$ cat src/rtl/dmem_pkg.sv
// rtl/dmem_pkg.sv - shared types and lane helpers for the dmem_ctrl data-memory controller
package dmem_pkg;

   typedef enum logic [1:0] {
      SZ_B = 2'b00,
      SZ_H = 2'b01,
      SZ_W = 2'b10
   } size_e;

   typedef enum logic [1:0] {
      IDLE = 2'b00,
      WAIT = 2'b01,
      RESP = 2'b10
   } state_e;

   function automatic logic [3:0] byte_en(input logic [1:0] size, input logic [1:0] addr_lo);
      logic [3:0] be;
      case (size)
         SZ_B:    be = 4'b0001 << addr_lo;
         SZ_H:    be = addr_lo[1] ? 4'b1100 : 4'b0011;
         SZ_W:    be = 4'b1111;
         default: be = 4'b0000;
      endcase
      return be;
   endfunction

   function automatic logic [31:0] load_ext(input logic [31:0] word, input logic [1:0] size,
                                            input logic [1:0] addr_lo, input logic is_unsigned);
      logic [31:0] sh;
      logic [31:0] res;
      sh = word >> {addr_lo, 3'b000};
      case (size)
         SZ_B:    res = {{24{~is_unsigned & sh[7]}}, sh[7:0]};
         SZ_H:    res = {{16{~is_unsigned & sh[15]}}, sh[15:0]};
         SZ_W:    res = word;
         default: res = 32'd0;
      endcase
      return res;
   endfunction

endpackage

$ cat src/rtl/dmem_array.sv
// rtl/dmem_array.sv - MEM_WORDS x 32 synchronous-read RAM with 4-bit byte write enable
module dmem_array #(
   parameter int MEM_WORDS = 64,
   parameter int AW        = $clog2(MEM_WORDS)
) (
   input  logic          clk,
   input  logic          i_re,
   input  logic [3:0]    i_we,
   input  logic [AW-1:0] i_addr,
   input  logic [31:0]   i_wdata,
   output logic [31:0]   o_rdata
);

   logic [31:0] r_mem [MEM_WORDS];
   logic [31:0] r_rdata;

   // Read register only moves on a read, so held responses keep their data.
   always_ff @(posedge clk) begin
      for (int b = 0; b < 4; b++) begin
         if (i_we[b]) r_mem[i_addr][8*b +: 8] <= i_wdata[8*b +: 8];
      end
      if (i_re) r_rdata <= r_mem[i_addr];
   end

   assign o_rdata = r_rdata;

endmodule

$ cat src/rtl/dmem_ctrl.sv
// rtl/dmem_ctrl.sv - load/store data-memory controller; optional DMEM_BOUNDS_CHECK_EN flags out-of-range addresses
module dmem_ctrl
   import dmem_pkg::*;
#(
   parameter int MEM_WORDS   = 64,
   parameter int WAIT_STATES = 0
) (
   input  logic        clk,
   input  logic        reset,
   input  logic        req_valid,
   output logic        req_ready,
   input  logic        req_we,
   input  logic [1:0]  req_size,
   input  logic        req_unsigned,
   input  logic [31:0] req_addr,
   input  logic [31:0] req_wdata,
   output logic        rsp_valid,
   input  logic        rsp_ready,
   output logic [31:0] rsp_rdata,
   output logic        rsp_err
);

   localparam int         AW       = $clog2(MEM_WORDS);
   localparam logic [3:0] CNT_LOAD = (WAIT_STATES > 0) ? 4'(WAIT_STATES - 1) : 4'd0;

   state_e      r_state, w_next, w_start;
   logic [3:0]  r_cnt;
   logic [1:0]  r_addr_lo, r_size;
   logic        r_unsigned, r_err, r_load;
   logic        w_accept, w_misalign, w_oob, w_err;
   logic [3:0]  w_we;
   logic [31:0] w_wdata, w_q;

   assign req_ready  = (r_state == IDLE) || (r_state == RESP && rsp_ready);
   assign w_accept   = req_valid && req_ready;
   assign w_start    = (WAIT_STATES > 0) ? WAIT : RESP;
   assign w_misalign = (req_size == SZ_H && req_addr[0]) ||
                       (req_size == SZ_W && req_addr[1:0] != 2'b00);

`ifdef DMEM_BOUNDS_CHECK_EN
   assign w_oob = |req_addr[31:AW+2];
`else
   logic w_unused_addr_hi;
   assign w_unused_addr_hi = |req_addr[31:AW+2];
   assign w_oob            = 1'b0;
`endif

   assign w_err = w_misalign || (req_size == 2'b11) || w_oob;
   assign w_we  = byte_en(req_size, req_addr[1:0]) & {4{w_accept && req_we && !w_err}};

   always_comb begin
      w_wdata = req_wdata;
      case (req_size)
         SZ_B:    w_wdata = {4{req_wdata[7:0]}};
         SZ_H:    w_wdata = {2{req_wdata[15:0]}};
         default: w_wdata = req_wdata;
      endcase
   end

   dmem_array #(.MEM_WORDS(MEM_WORDS), .AW(AW)) u_array (
      .clk     (clk),
      .i_re    (w_accept && !req_we),
      .i_we    (w_we),
      .i_addr  (req_addr[AW+1:2]),
      .i_wdata (w_wdata),
      .o_rdata (w_q)
   );

   always_ff @(posedge clk or negedge reset) begin
      if (!reset) r_state <= IDLE;
      else        r_state <= w_next;
   end

   always_comb begin
      w_next = r_state;
      case (r_state)
         IDLE:    if (w_accept) w_next = w_start;
         WAIT:    if (r_cnt == 4'd0) w_next = RESP;
         RESP:    if (rsp_ready) w_next = w_accept ? w_start : IDLE;
         default: w_next = IDLE;
      endcase
   end

   always_ff @(posedge clk or negedge reset) begin
      if (!reset) begin
         r_cnt      <= 4'd0;
         r_addr_lo  <= 2'b00;
         r_size     <= 2'b00;
         r_unsigned <= 1'b0;
         r_err      <= 1'b0;
         r_load     <= 1'b0;
      end else if (w_accept) begin
         r_cnt      <= CNT_LOAD;
         r_addr_lo  <= req_addr[1:0];
         r_size     <= req_size;
         r_unsigned <= req_unsigned;
         r_err      <= w_err;
         r_load     <= !req_we && !w_err;
      end else if (r_state == WAIT && r_cnt != 4'd0) begin
         r_cnt <= r_cnt - 4'd1;
      end
   end

   // Response fields come only from registers: the RAM read register plus latched lane info.
   assign rsp_valid = (r_state == RESP);
   assign rsp_err   = rsp_valid && r_err;
   assign rsp_rdata = (rsp_valid && r_load) ? load_ext(w_q, r_size, r_addr_lo, r_unsigned) : 32'd0;

endmodule

$ cat config.mk
export PLATFORM = sky130hd
export DESIGN_NAME = dmem_ctrl
export DESIGN_NICKNAME = d
export VERILOG_FILES = /design/src/rtl/dmem_pkg.sv /design/src/rtl/dmem_array.sv /design/src/rtl/dmem_ctrl.sv
export SDC_FILE = /design/constraint.sdc
export NUM_CORES = 2
export LEC_CHECK = 0
export BUFFER_PORTS_ARGS = -buffer_cell sky130_fd_sc_hd__buf_4
export CORE_MARGIN = 2
export CORE_UTILIZATION = 52
export DETAILED_ROUTE_END_ITERATION = 7
export PLACE_DENSITY = 0.68
export SLEW_MARGIN = 0
export SYNTH_ARGS = -nofsm -noshare
export SYNTH_HDL_FRONTEND = slang
export SYNTH_SLANG_ARGS = --single-unit
$ cat constraint.sdc
create_clock -name clk -period 5.7 [get_ports clk]
set_input_delay 1.14 -clock clk [delete_from_list [all_inputs] [get_ports clk]]
set_output_delay 1.14 -clock clk [all_outputs]
set_load 0.01 [all_outputs]
* After elaboration in Yosys (flattened, before gate mapping)
Memory sizes are Yosys's and may differ from the RTL's. A register that Yosys moved wholly into a read port is not among the register bits.
Index checks and enable logic that the tools add are counted.
** Storage, ports and cells
- RAM bits :: 2048
- Bits in latches :: 0
- Memories :: 1
- Memory bits (read-only) :: 0
- Register bits after elaboration :: 13
- Output and inout port bits :: 35
- Bits of input ports :: 72
- Word-level logic and storage cells :: 69
** Cells by class
- Shift-type cells :: 2
- Multipliers :: 0
- Reductions and logical operators :: 24
- Magnitude comparators :: 0
- Muxes and demuxes :: 20
- Equality and inequality tests :: 10
- Bitwise gates (word level) :: 4
- $add $sub $neg :: 1
- Divide/modulo/power cells :: 0
** Memories
- u_array.r_mem :: depth 64, bits a word 32, rd ports 1, clocked after memory_dff 1, wr ports 1, line dmem_array.sv:14 : logic [31:0] r_mem [MEM_WORDS];
** Operator list (count)
- $pmux 32 s3 :: 1
- $pmux 32 s2 :: 1
- $mux 32 :: 1
- $shr 32x5->16 :: 1
- $mux 4 :: 3
- $pmux 4 s3 :: 1
- $logic_and 1x1->1 :: 11
- $eq 2x2->1 const B :: 4
- $mux 1 :: 8
- $mux 2 :: 4
- $eq 2x1->1 const B :: 3
- $logic_not 2->1 :: 3
- $pmux 2 s3 :: 1
- $and 4x4->4 :: 1
- $logic_not 4->1 :: 1
- $ne 2x2->1 const B :: 2
- $reduce_bool 2->1 :: 2
- $reduce_bool 4->1 :: 1
- $shl 1x2->4 const A :: 1
- $sub 4x1->4 const B :: 1
- $logic_or 1x1->1 :: 3
- $reduce_and 3->1 :: 1
- $and 1x1->1 :: 2
- $logic_not 1->1 :: 2
- 2 further kinds :: 2

* Longest topological paths before layout
- Depth after elaboration :: 9
- Depth in mapped cells :: 10
- Mapped depth without buffers :: 5

* Hierarchy
Synthesis repeated with hierarchy kept, for this count alone.
** Unflattened totals
- Cells, all modules :: 4698
- Area, all modules :: 81015.2 µm²
** Modules (own cells, without submodules)
- dmem_array :: cells an instance 4481, area each 79319.8 µm², seq. area each 62459.9 µm², times used 1
- dmem_ctrl :: cells an instance 217, area each 1695.4 µm², seq. area each 200.2 µm², times used 1

* Least setup slack after synthesis
No wires, ideal clock.
- Path kind :: input to register
- Start :: input port req_size[0]
- End :: memory u_array.r_mem[0][24] (data pin)
- Data required time :: 4998 ps
- Setup slack :: 544 ps
- Stages on the path :: 4
- Setup time :: 702 ps
- Arrival time :: 4454 ps
- Buffers on the path :: 2
- Cells stage by stage :: clkbuf_1 -> buf_1 -> mux2i_1 -> o21ai_0
** On the way
- Word-level cells in the longest chain between the ends :: 2
- Elaborated cells on any way between the ends :: 3
- Classes of those cells :: 1 x eq/ne; 1 x mux; 1 x reduce/logical
** RTL lines
- start: declaration :: line dmem_ctrl.sv:13 : input logic [1:0] req_size,
- $eq 2x1->1 or $logic_not 2->1 (tied branches) :: line dmem_ctrl.sv:53 : case (req_size)
- $pmux 32 s2 (*) :: line dmem_ctrl.sv:53
- via u_array.i_wdata[24] :: line dmem_array.sv:10 : input logic [31:0] i_wdata,
- end: declaration :: line dmem_array.sv:14
The timed path passes the listed nets; every way through them passes the cells marked *.

* Final worst setup path
- Start :: register r_addr_lo[1]
- End :: output port rsp_rdata[16]
** On the way
- Word-level cells in the longest chain between the ends :: 4
- Elaborated cells on any way between the ends :: 5
- Classes of those cells :: 1 x shift; 2 x mux; 2 x bitwise
** RTL lines
- start: declaration :: line dmem_ctrl.sv:28 : logic [1:0] r_addr_lo, r_size;
- start signal: assignment :: line dmem_ctrl.sv:94 : r_addr_lo <= req_addr[1:0];
- $shr 32x5->16 (*) :: line dmem_pkg.sv:31 : sh = word >> {addr_lo, 3'b000};
- $and 1x1->1, on equally long branches :: line dmem_pkg.sv:34, dmem_pkg.sv:33
- $pmux 32 s3 (*) :: line dmem_pkg.sv:32 : case (size)
- $mux 32 (*) :: line dmem_ctrl.sv:107 : assign rsp_rdata = (rsp_valid && r_load) ? load_ext(w_q, r_size, r_addr_lo, r_unsigned) : 32'd0;
- end: declaration :: line dmem_ctrl.sv:19 : output logic [31:0] rsp_rdata,
Mark *: on every way between the ends. The rest lies on a longest branch, timed or not.

==> results.md <==
Run status:
- The run finished with clean final reports.

Place:
- At the end of routability-driven placement, the weighted congestion stood at just under 0.9.
- The HPWL after detailed placement is ~130,000 um.
- The count of buffers added on input and output ports is approximately 80.
- Prior to clock tree synthesis, the placed netlist has a worst setup slack of around 1.2 ns.

Power:
- IR analysis of the VDD net gives a maximum drop of 0.2748 mV.
- The static power due to leakage is between 20 and 30 nW.
- Dividing total power by cell area gives a power density of 345.9 mW/mm^2.

Clocking:
- The clock drives around 2,100 sinks.
- The H-tree was split into 4 levels.
- The worst-skew pair later-pin latency is 0.85 ns.
- The maximum root-to-sink buffer count is 3.
- The root buffer cell chosen for the clock tree is clkbuf_16.
- TritonCTS built the clock tree.
- The clock-pin slew on the worst setup and hold paths is around 0.060 ns.
- The total CTS buffers is 196.
- After clock tree synthesis, the flow added hold-fix buffers numbering 0.
- The number of buffers inserted to repair setup after CTS is 0.
- The post-cts sizing count is 0.

Timing:
- Measured against its own limit, the worst slew margin works out to 0.09323.
- Setup total negative slack on the finished layout was measured at 0 ns.
- The achievable clock frequency is 0.2066 GHz.
- The final setup skew is around 0.040 ns.
- The worst path meets setup with about 0.86 ns of slack.
- The count of pins over their slew limit came to 0.
- Setup repair after global routing left no endpoint under its margin.
- The number of endpoints with negative hold slack in the final report came to 0.
- Subtracting the final worst setup slack from the clock period gives 4.841 ns.
- In the finished design, the share of the clock period the worst path needs comes to 0.8492.
- The final number of setup-violating endpoints is 0.
- At the pin with the least slew margin, the transition time is about 1.4 ns.

Hold path:
- The worst hold path belongs to the class primary input to async pin.

Cells and area:
- The layout overhead on the synthesized area is 12.19%.
- In the final layout, the share of cells above drive strength 1 is 0.1881.
- The layout net count is between 4,000 and 5,000.
- After filler insertion, the fill cell instance count of the layout stands at 11,333.

Logic synthesis:
- The share of synthesized area spent on multiplexers is 0.1085.
- The post-synthesis compound-gate area fraction is 0.06903.
- Synthesis handed over a netlist of about 4,400 instances.
- The most used flip-flop cell after synthesis is edfxtp_1.
- The mapped netlist covers between 0.08 and 0.09 mm^2.
- By count the netlist is led by edfxtp_1, nor2_1, mux2i_1, a221oi_1, mux4_2.
- The most frequently used cell type in the post-synthesis netlist is edfxtp_1.
- The number of enable-type register cells in the synthesized netlist is 2,080.
- The async set or reset register ratio after synthesis is 0.003831.
- In this run, distinct cell masters in the synthesized netlist total between 60 and 70.
- By area the synthesized netlist is led by edfxtp_1, mux4_2, mux2i_1.
- The register area share after synthesis is 0.7684.
- The synthesized net count is 4,451.
- Of the total synthesized cell area, the portion taken by XOR and XNOR cells is 0.0001074.
- After synthesis, the mean cell area works out to roughly 19 um^2.
- The share of synthesized area in the top cell type comes to 0.7659.
- Of the total synthesized cell area, the portion taken by AND, OR, NAND and NOR gates is 0.03432.
- Of the total synthesized cell area, the portion taken by full adders, half adders and majority gates is 0.
- By area, the combinational part of the netlist is dominated by multiplexers.
- The dominant cell type by area after synthesis is edfxtp_1.
- Yosys printed 0 warnings.
- Synthesis inferred around 2,100 register bits.

Critical path:
- The register-to-register path setup slack is 2.52 ns.
- The critical path depth in cells is 6.
- The cell at the slowest stage of the critical path is dfrtp_1.
- The endpoint required time on the critical path is 4.56 ns.
- In this design, the largest share of critical-path delay is due to flip-flops.
- The worst register-to-register path has a depth of 5.
- The delay of the slowest cell on the worst path is around 0.97 ns.
- The critical path is of the register to output port type.
- The largest driver fanout on the critical path is 25.
- The nature of the critical path endpoint is an output port.
- The critical path arrival is about 3.7 ns.
- The worst setup path is launched from a register.
- Counting both buffers and inverters, the worst setup path holds a total of 1.
- Traced cell by cell, the critical path runs through mux2i_1 -> mux2_2 -> or4_1 -> o21a_4 -> a21oi_1 -> buf_4.

Floorplanning:
- The horizontal extent of the die is 400.0 um.
- The floorplan has about 150 rows.
- The standard cell core area is 0.1560 mm^2.
- For this configuration, the core starts out at a cell density of 0.5227.
- The die covers 0.1600 mm^2.
- The number of primary I/O pins is about 110.
- The die boundary height is 400.0 um.

Job:
- The tool flagged a number of max-cap violations equal to 0.

Detailed routing:
- The mean routed wirelength per cell is approximately 32 um.
- Across all layers, the routed design uses 44,455 vias.
- The violation count after the first detailed-route iteration is approximately 6,300.
- In the routed design, unresolved DRC markers number 0.
- The detailed-route vias per instance is roughly 6.5.
- The routed design has approximately 220,000 um of wire.
- The detail route stage leaves a number of antenna-violating nets equal to 0.
- The number of iterations in the first detailed-routing pass is 7.

Global routing:
- Entering global routing, the biggest net connects 137 pins.
- The initial antenna violation count came to 16.
- Across every metal layer, demand over resource in global routing totals 0.2703.
- The wire length of the first global-routing pass is approximately 310,000 um.
- The total overflow left after global routing is 0.
- The via count of the first global-routing pass is approximately 43,000.
-- layout by cell type, fill, tap and decap left out, types with 9 or more instances in the layout --
master	netlist	layout
edfxtp_1	2080	2080
nor2_1	369	366
buf_4	15	287
mux2i_1	265	265
a221oi_1	233	233
mux4_2	222	222
clkbuf_16	0	197
nand2_1	191	191
a22oi_1	154	154
o21ai_0	128	120
o22ai_1	60	60
a21oi_1	53	53
o22a_1	52	52
clkbuf_1	136	44
clkinv_1	0	42
clkinv_2	0	36
nand4_1	32	32
mux4_1	32	32
mux2_2	30	30
a211oi_1	23	23
bufinv_16	0	15
buf_12	3	14
nor2b_1	12	12
and2_1	11	10
o211ai_1	10	10
a21oi_2	10	10
a31oi_1	9	9
-- power by group --
group	switching (mW)	internal [mW]	total, mW	leakage [nW]
registers	0.0543	17.0	17.1	18.8
logic	1.23	0.547	1.78	7.29
clock network	5.64	7.16	12.8	3.06
total	6.92	24.7	31.7	29.2
-- layout make-up --
type / instances / area, um^2 / share of cell area
inverters: 3 / 18.77 / 0.0002051
multi-input cells: 1979 / 17450 / 0.1907
well taps: 2058 / 2575 / 0.02814
clock inverters: 116 / 1101 / 0.01203
clock buffers: 248 / 5191 / 0.05674
diodes: 7 / 17.52 / 0.0001915
flip-flops and latches: 2088 / 62660 / 0.6849
repair buffers: 304 / 2480 / 0.02711
-- logic make-up (layout without fill, tap and decap cells) --
logic type	count (synthesis)	in the layout
buffers and inverters	312	671
other	0	7
XOR/XNOR	1	1
AND/OR/NAND/NOR	664	664
flip-flops	2088	2088
AO/OA/AOI/OAI	764	764
multiplexers	550	550
-- path summary, 6_finish.rpt --
kind / start / end
max: r_addr_lo[1]$_DFFE_PN0N_ / rsp_rdata[16]
min: reset / r_load$_DFFE_PN0N_
max reg2reg: r_state[1]$_DFFE_PN0P_ / u_array.r_mem[34][19]$_DFFE_PP_
min reg2reg: r_load$_DFFE_PN0N_ / r_load$_DFFE_PN0N_
max in group asynchronous: reset / r_err$_DFFE_PN0N_
min in group clk: r_load$_DFFE_PN0N_ / r_load$_DFFE_PN0N_
-- registers in the layout, indices dropped and copies added (netlist names) --
signal,cells
r_addr_lo,2
r_err,1
r_load,1
r_size,2
r_state,1
r_unsigned,1
u_array.o_rdata,32
u_array.r_mem,2048
-- layer usage --
metal  global-route usage  routed length [um]
met1               0.3753               83540
met2               0.3966               96360
met3              0.08179               26490
met4               0.1227               10220
met5                    0                 205
-- metrics by stage --
step | cell area (um^2) | instances | util | power [mW] | hold WS (ns)
final | 91490 | 6803 | 0.5864 | 31.65 | 0.09611
after global routing | 91480 | 6797 | 0.5863 | 32.43 | 0.07807
after CTS | 91470 | 6796 | 0.5863 | 31.72 | 0.05773
after detailed placement | 85180 | 6432 | 0.5460 | 19.15 | 0.4760
after global placement | 85180 | 6432 | 0.5460 | 19.11 | 0.4640
after floorplan | 81550 | 4379 | - | 18.43 | 0.4489
Note: power is estimated with default switching activity, not from simulation.
